===== config.mk =====
export PLATFORM = sky130hd
export DESIGN_NAME = vio_route_rx
export DESIGN_NICKNAME = d
export VERILOG_FILES = /design/src/rtl/vio_route_rx.sv
export SDC_FILE = /design/constraint.sdc
export NUM_CORES = 1
export LEC_CHECK = 0
export ABC_AREA = 1
export BUFFER_PORTS_ARGS = -buffer_cell sky130_fd_sc_hd__buf_2
export CORE_AREA = 4 4 491 493
export DETAILED_ROUTE_END_ITERATION = 8
export DIE_AREA = 0 0 495 497
export HOLD_SLACK_MARGIN = 0.1
export PLACE_DENSITY_LB_ADDON = 0.2
export SLEW_MARGIN = 20
export SYNTH_ARGS = -nofsm -noshare
export SYNTH_HDL_FRONTEND = slang
export SYNTH_SLANG_ARGS = --single-unit
export TNS_END_PERCENT = 20

===== constraint.sdc =====
create_clock -name aclk -period 5.3 [get_ports aclk]
set_clock_uncertainty 0.05 [all_clocks]
set_input_delay 0.265 -clock aclk [delete_from_list [all_inputs] [get_ports aclk]]
set_output_delay 0.265 -clock aclk [all_outputs]
set_load 0.005 [all_outputs]

===== src/rtl/vio_route_rx.sv =====
// Receive end of the vFPGA route switch: latches the route word per packet, forwards packets addressed
// to this region through a single registered output stage, discards misrouted ones and keeps statistics.
module vio_route_rx #(
  parameter int DATA_BITS  = 512,
  parameter int PID_BITS   = 6,
  parameter int ROUTE_BITS = 14,
  parameter int REGION_ID  = 0,
  parameter int CNT_BITS   = 32
) (
  input  logic                   aclk,
  input  logic                   aresetn,
  // routed stream from the switch
  input  logic                   s_tvalid,
  output logic                   s_tready,
  input  logic [DATA_BITS-1:0]   s_tdata,
  input  logic [DATA_BITS/8-1:0] s_tkeep,
  input  logic                   s_tlast,
  input  logic [PID_BITS-1:0]    s_tid,
  input  logic [ROUTE_BITS-1:0]  s_tdest,
  // stream to user logic
  output logic                   m_tvalid,
  input  logic                   m_tready,
  output logic [DATA_BITS-1:0]   m_tdata,
  output logic [DATA_BITS/8-1:0] m_tkeep,
  output logic                   m_tlast,
  output logic [PID_BITS-1:0]    m_tid,
  // control plane
  output logic [ROUTE_BITS-1:0]  route_cur,
  output logic [CNT_BITS-1:0]    pkt_cnt,
  output logic [CNT_BITS-1:0]    drop_cnt,
  output logic                   err_route_chg
);

  localparam logic [2:0] REGION_SEL = 3'(REGION_ID);

  typedef enum logic [1:0] {
    ST_IDLE = 2'd0,  // next accepted beat is a packet head
    ST_PASS = 2'd1,  // inside a packet addressed to this region
    ST_DROP = 2'd2   // inside a misrouted packet
  } state_t;

  state_t state, state_nxt;

  logic s_fire;
  logic m_fire;
  logic is_head;
  logic dest_hit;
  logic fwd;
  logic drop_head;
  logic route_mismatch;

  function automatic logic [CNT_BITS-1:0] sat_inc(input logic [CNT_BITS-1:0] v);
    return (&v) ? v : v + CNT_BITS'(1);
  endfunction

  // Ready depends only on registered state and m_tready, never on s_tvalid.
  assign s_tready = (state == ST_DROP) | ~m_tvalid | m_tready;
  assign s_fire   = s_tvalid & s_tready;
  assign m_fire   = m_tvalid & m_tready;

  assign is_head        = (state == ST_IDLE);
  assign dest_hit       = (s_tdest[5:3] == REGION_SEL);
  assign fwd            = s_fire & ((is_head & dest_hit) | (state == ST_PASS));
  assign drop_head      = s_fire & is_head & ~dest_hit;
  assign route_mismatch = s_fire & ~is_head & (s_tdest != route_cur);

  always_comb begin
    // NOTE: every always_comb output gets a default first so no path can infer a latch.
    state_nxt = state;
    case (state)
      ST_IDLE: begin
        if (s_fire && !s_tlast) begin
          state_nxt = dest_hit ? ST_PASS : ST_DROP;
        end
      end
      ST_PASS, ST_DROP: begin
        if (s_fire && s_tlast) begin
          state_nxt = ST_IDLE;
        end
      end
      default: state_nxt = ST_IDLE;
    endcase
  end

  always_ff @(posedge aclk or negedge aresetn) begin
    // NOTE: sequential state uses non-blocking assignments so every flop samples pre-edge values.
    if (!aresetn) begin
      state <= ST_IDLE;
    end else begin
      state <= state_nxt;
    end
  end

  // Single-entry output stage; a forward on the same edge as a drain keeps it full.
  always_ff @(posedge aclk or negedge aresetn) begin
    // NOTE: the data registers are reset too, so user logic sees all-zero outputs while in reset.
    if (!aresetn) begin
      m_tvalid <= 1'b0;
      m_tdata  <= '0;
      m_tkeep  <= '0;
      m_tlast  <= 1'b0;
      m_tid    <= '0;
    end else if (fwd) begin
      m_tvalid <= 1'b1;
      m_tdata  <= s_tdata;
      m_tkeep  <= s_tkeep;
      m_tlast  <= s_tlast;
      m_tid    <= s_tid;
    end else if (m_fire) begin
      m_tvalid <= 1'b0;
    end
  end

  always_ff @(posedge aclk or negedge aresetn) begin
    if (!aresetn) begin
      route_cur     <= '0;
      err_route_chg <= 1'b0;
    end else begin
      if (s_fire && is_head) begin
        route_cur <= s_tdest;
      end
      // Sticky; the beat itself still follows the decision latched at the head.
      if (route_mismatch) begin
        err_route_chg <= 1'b1;
      end
    end
  end

  always_ff @(posedge aclk or negedge aresetn) begin
    if (!aresetn) begin
      pkt_cnt  <= '0;
      drop_cnt <= '0;
    end else begin
      if (fwd && s_tlast) begin
        pkt_cnt <= sat_inc(pkt_cnt);
      end
      if (drop_head) begin
        drop_cnt <= sat_inc(drop_cnt);
      end
    end
  end

endmodule


Yosys cells after proc, flatten, opt, wreduce, memory -nomap -nowiden
Index checks and enable logic that the tools add are counted.
Storage, ports and cells
  bits of input ports: 601
  output and inout port bits: 664
  logic and storage cells: 53
  register bits: 665
Operators by class
  eq/ne operators: 5
  reduce and logical (&&, ||, !) cells: 14
  add/subtract/negate cells: 2
  muxes and demuxes: 6
  bitwise logic cells: 16
Operators by type and width (count)
  adder 32 x 1 -> 32 bit (second input constant): 2
  AND reduction 32 bit: 2
  != test 14 bit: 1
  AND 1 bit: 8
  2-to-1 mux 2 bit: 3
  AND reduction 2 bit: 3
  inverter 1 bit: 5
  logical AND 1 bit: 4
  case mux 2 bit (2 select lines): 1
  logical NOT 3 bit: 1
  bitwise OR 1 bit: 3
  equality test 2 x 1 -> 1 bit (second input constant): 1
  equality test 2 bit (second input constant): 1
  logical NOT 2 bit: 1
  2-to-1 mux 1 bit: 2
  != test 2 x 1 -> 1 bit (second input constant): 1
  != test 2 bit (second input constant): 1
  nonzero test 2 bit: 1
  OR reduction 2 bit: 1
  logical NOT 1 bit: 1

Logic depth before layout (Yosys ltp)
  depth in word-level cells: 7
  depth in mapped cells: 11
  depth with buffers taken out: 10

Worst setup path before layout
OpenSTA, ideal clock, no wires.
  path kind: flip-flop to flip-flop
  from: reg drop_cnt[0]
  to: reg drop_cnt[4]
  arrival: 1.633 ns
  cell stages (with the launch flop): 12
  library setup time: 0.116 ns
  path buffers: 1
  clock period less this slack: 1.799 ns
  data required time: 5.134 ns
  path slack: 3.501 ns
  path through: dfrtp_1 ha_1 inv_2 nor2_4 nand2_2 nor2_1 nand2_1 nand2_4 inv_6 buf_8 nand2_2 nand2_1
On the way
  word-level cells in the longest chain between the ends: 3
  elaborated cells on any way between the ends: 4
  those cells by class: add/sub: 1; bitwise: 1; reduce/logical: 2
RTL lines
  start, declared: line 30  | output logic [CNT_BITS-1:0] drop_cnt,
  start signal, assigned: line 138  | drop_cnt <= sat_inc(drop_cnt);
  branches (longest 3 deep; another with adder 32 x 1 -> 32 bit)
Parallel ways; which one is timed is not known.
A chain may end at the register's enable or synchronous reset.

Worst setup path in the final report
  from: reg m_tvalid
  to: reg m_tdata[152]
On the way
  word-level cells in the longest chain between the ends: 5
RTL lines
  start, declared: line 21  | output logic m_tvalid,
  start signal, assigned: line 98  | m_tvalid <= 1'b0;
  start signal, assigned: line 104  | m_tvalid <= 1'b1;
  start signal, assigned: line 110  | m_tvalid <= 1'b0;
  inverter 1 bit: line 57  | assign s_tready = (state == ST_DROP) | ~m_tvalid | m_tready;
  bitwise OR 1 bit (2 in series): line 57
  AND 1 bit: line 58  | assign s_fire = s_tvalid & s_tready;
  AND 1 bit: line 63  | assign fwd = s_fire & ((is_head & dest_hit) | (state == ST_PASS));
  end signal, assigned: line 105  | m_tdata <= s_tdata;
  end, declared: line 23  | output logic [DATA_BITS-1:0] m_tdata,
Every way passes these cells.

==> run_results.csv <==
group,metric,value,unit
synth,ys_seq_area_share,61.20,%
floorplanning,dieWidth,495,µm
floorplanning,fp.dieH,497,µm
worst_hold_path,min-delay-start,"s_tdata[444]",
global_routing,grt_pass1_wl,247.7,mm
synth,syn_nets,3910,
clocking,cts-root-buf,"clkbuf_16",
synth,netlist_instances,3304,
synth,ys_ff_latch,665,
detailed_routing,wl_per_cell,21.51,µm
clocking,post_cts_resized,0,
sta,slew_headroom,34.35,%
clocking,tritoncts,"yes",
critical_path,crit_slowest_cell,"inv_8",
clocking,clk_pin_slew,0.06,ns
sta,fmax,345.7,MHz
cells_and_area,nets,5767,
pwr,power_leakage,24.55,nW
sta,rsz0062_at_grt,"no",
pwr,pwr_density_cell,487.4,nW/µm²
detailed_routing,via_count,28910,
worst_hold_path,hold_class,"in -> reg",
pwr,swShare,38.42,%
clocking,clock_latency,0.70,ns
pwr,p_int,0.01397,W
sta,min_period,2.893,ns
sta,finalMaxSlewViolations,0,
synth,yosysTopAreaCellShare,61.20,%
synth,postSynthAreaPerCell,8.230,µm²
critical_path,critical_path.top_delay_family,"simple AND/OR/NAND/NOR gates",
synth,synth_area,27190,µm²
global_routing,grt_pass1_vias,29890,
pwr,p_sw,0.008716,W
critical_path,cpPeakStageDelay,0.57,ns
floorplanning,rows,179,
placement,dp_hpwl,147.4,mm
floorplanning,ioPinCount,1265,
detailed_routing,dr.pass1.iters,7,
sta,setup_viol,0,
synth,netlist_top_cells_area,"dfrtp_1 61%, nand2_1 30%, buf_2 2.4%",
placement,portBuffers,1264,
floorplanning,coreArea,237000,µm²
critical_path,crit_chain,"inv_1, nor2_1, nand2_1, nand2_1, nor2_4, inv_8, buf_12, nand2_1, nand2_1",
cells_and_area,drive_above_1_share,28.13,%
cells_and_area,seqCellArea,16640,µm²
floorplanning,start_util,11.48,%
cells_and_area,nFillCells,26910,
job,cap_violations,0,
detailed_routing,ant_nets,0,
cells_and_area,final_core_util,19.65,%
critical_path,cp_max_fo,112,
global_routing,antenna_found_initial,128,
detailed_routing,wl,182.1,mm
cells_and_area,multi_input_area,9512,µm²
synth,yosys_warnings,0,
sta,worst_pin_slew,0.9847,ns
critical_path,critPathRequiredTime,5.86,ns
global_routing,grt.total_usage,14.32,%
cells_and_area,syn2layout_area_growth,71.20,%
critical_path,cp-startpoint,"m_tvalid",
pwr,vdd_drop_max,0.0002752,V
detailed_routing,drt_iter0_drc,2106,
detailed_routing,drcViolationCount,0,
critical_path,startpoint_type,"register",
pwr,power_frac_comb,33.9,%
sta,period_share,54.59,%
synth,yosys.cell_types.count,26,
critical_path,setup.worst_path.end_class,"register",
global_routing,grt_max_degree,152,
critical_path,critPathKind,"reg -> reg",
global_routing,overflow,0,
pwr,seq_power_share,37.4,%
clocking,htreeDepth,3,
pwr,clkPwrFrac,28.7,%
clocking,cts_buffers,91,
clocking,cts.sinks,665,
detailed_routing,via_per_inst,3.415,
floorplanning,dieArea,246000,µm²
placement,gp_congestion,0.8983,
critical_path,critical_path.most_common_cell,"nand2_1",
critical_path,arrival,3.46,ns
clocking,cts_buffer_depth,3,
status,status,"completed",
sta,finalSetupTns,0,ns
synth,synth_top_area_cell,"dfrtp_1",
critical_path,cp_num_buf_inv,3,
critical_path,rr_startpoint,"m_tvalid",
sta,finalHoldViolCount,0,
## power groups by stage
stage	clock (W)	sequential (W)	combinational, W
after global placement	0	0.00854	0.00759
final	0.00650	0.00850	0.00769
after floorplan	0	0.00852	0.00243
after CTS	0.00681	0.00852	0.00804
after detailed placement	0	0.00858	0.00760
after global routing	0.00697	0.00878	0.00859
## state kept, by name (all words and copies together), names as in the netlist
name	cells
m_tdata	512
m_tkeep	64
drop_cnt	32
pkt_cnt	32
route_cur	14
m_tid	6
state	2
err_route_chg	1
m_tlast	1
m_tvalid	1
## per-layer routing
| layer | up-vias | GRT usage, % | wire (µm) |
|---|---|---|---|
| li1 | 13790 | - | - |
| met1 | 13690 | 17.73 | 76980 |
| met2 | 1135 | 22.79 | 81200 |
| met3 | 250 | 5.170 | 16950 |
| met4 | 48 | 5.162 | 6718 |
| met5 | - | 0 | 277 |
## cells by family (layout without fill, tap and decap cells)
family / after synthesis / in the layout / synth area share, %
and+or+nand+nor: 2361 / 2361 / 33.21
xor gates and xnor gates: 33 / 33 / 1.063
DFF: 665 / 665 / 61.20
adders and majority gates: 5 / 5 / 0.2301
other: 0 / 66 / 0
buffers and inverters: 214 / 2142 / 3.824
AOI/OAI and AO/OA: 26 / 26 / 0.4785
## layout by cell type (no fill, tap or decap), drive strengths merged
master | synthesis | layout
nand4 | 1 | 1
clkinv | 0 | 18
dlygate4sd3 | 0 | 609
or2 | 1 | 1
nand2 | 2193 | 2193
bufinv | 0 | 10
nand3b | 5 | 5
clkinvlp | 0 | 3
inv | 73 | 77
nor2 | 120 | 120
nand3 | 41 | 41
dfrtp | 665 | 665
xnor2 | 13 | 13
a21oi | 1 | 1
diode | 0 | 66
buf | 139 | 1296
ha | 5 | 5
o21ai | 25 | 25
xor2 | 20 | 20
clkbuf | 2 | 129
## synth_stat cells
master    count
a21oi_1       1
buf_2       129
buf_4         3
buf_6         6
buf_8         1
clkbuf_1      2
dfrtp_1     665
ha_1          5
inv_1        68
inv_2         3
inv_4         1
inv_6         1
nand2_1    2177
nand2_2      14
nand2_4       2
nand3_1      41
nand3b_1      5
nand4_1       1
nor2_1      111
nor2_2        5
nor2_4        4
o21ai_0      22
o21ai_1       3
or2_2         1
xnor2_1      13
xor2_1       20
## final timing paths
| check | endpoint | slack, ns | cells after the start |
|---|---|---|---|
| max in group asynchronous | m_tdata[281] | 3.34 | 5 |
| max | m_tdata[152] | 2.41 | 9 |
| min in group asynchronous | m_tdata[482] | 0.62 | 3 |
| min | m_tdata[444] | 0.26 | 4 |
| min reg2reg | m_tdata[400] | 0.41 | 2 |
| max reg2reg | m_tdata[152] | 2.41 | 9 |
## area by class of cell
type                       count  share of cell area (%)
clock inverter                35                   1.035
sequential                   665                   35.75
timing repair buffer        1905                   27.67
clock buffer                 129                   5.631
tap                         3167                   8.512
multi-input combinational   2425                   20.43
antenna                       66                  0.3548
inverter                      73                  0.6209
## worst reg2reg max path, stage by stage (launching register included)
cell and delay [ns]:
dfrtp_1 0.34, inv_1 0.05, nor2_1 0.37, nand2_1 0.19
nand2_1 0.24, nor2_4 0.14, inv_8 0.57, buf_12 0.63
nand2_1 0.15, nand2_1 0.08
## stage by stage
stage / total power (W) / area, µm² / worst slack, ns / hold WS, ns / cells
5_1_grt: 0.02435 / 46470 / 2.170 / 0.1940 / 8433
2_1_floorplan: 0.01095 / 27190 / 3.501 / -0.08059 / 3304
3_3_place_gp: 0.01612 / 37160 / 2.426 / 0.2828 / 7625
6_report: 0.02269 / 46550 / 2.407 / 0.2553 / 8465
3_5_place_dp: 0.01618 / 37160 / 2.405 / 0.2795 / 7625
4_1_cts: 0.02337 / 46390 / 2.381 / 0.1265 / 8399
## what timing repair did
item,in CTS,in global routing
hold buffers,610,0
endpoints found under the hold margin,873,0
buffers inserted,0,0
setup endpoints to repair,0,0
Power figures use the tool's default switching activity.
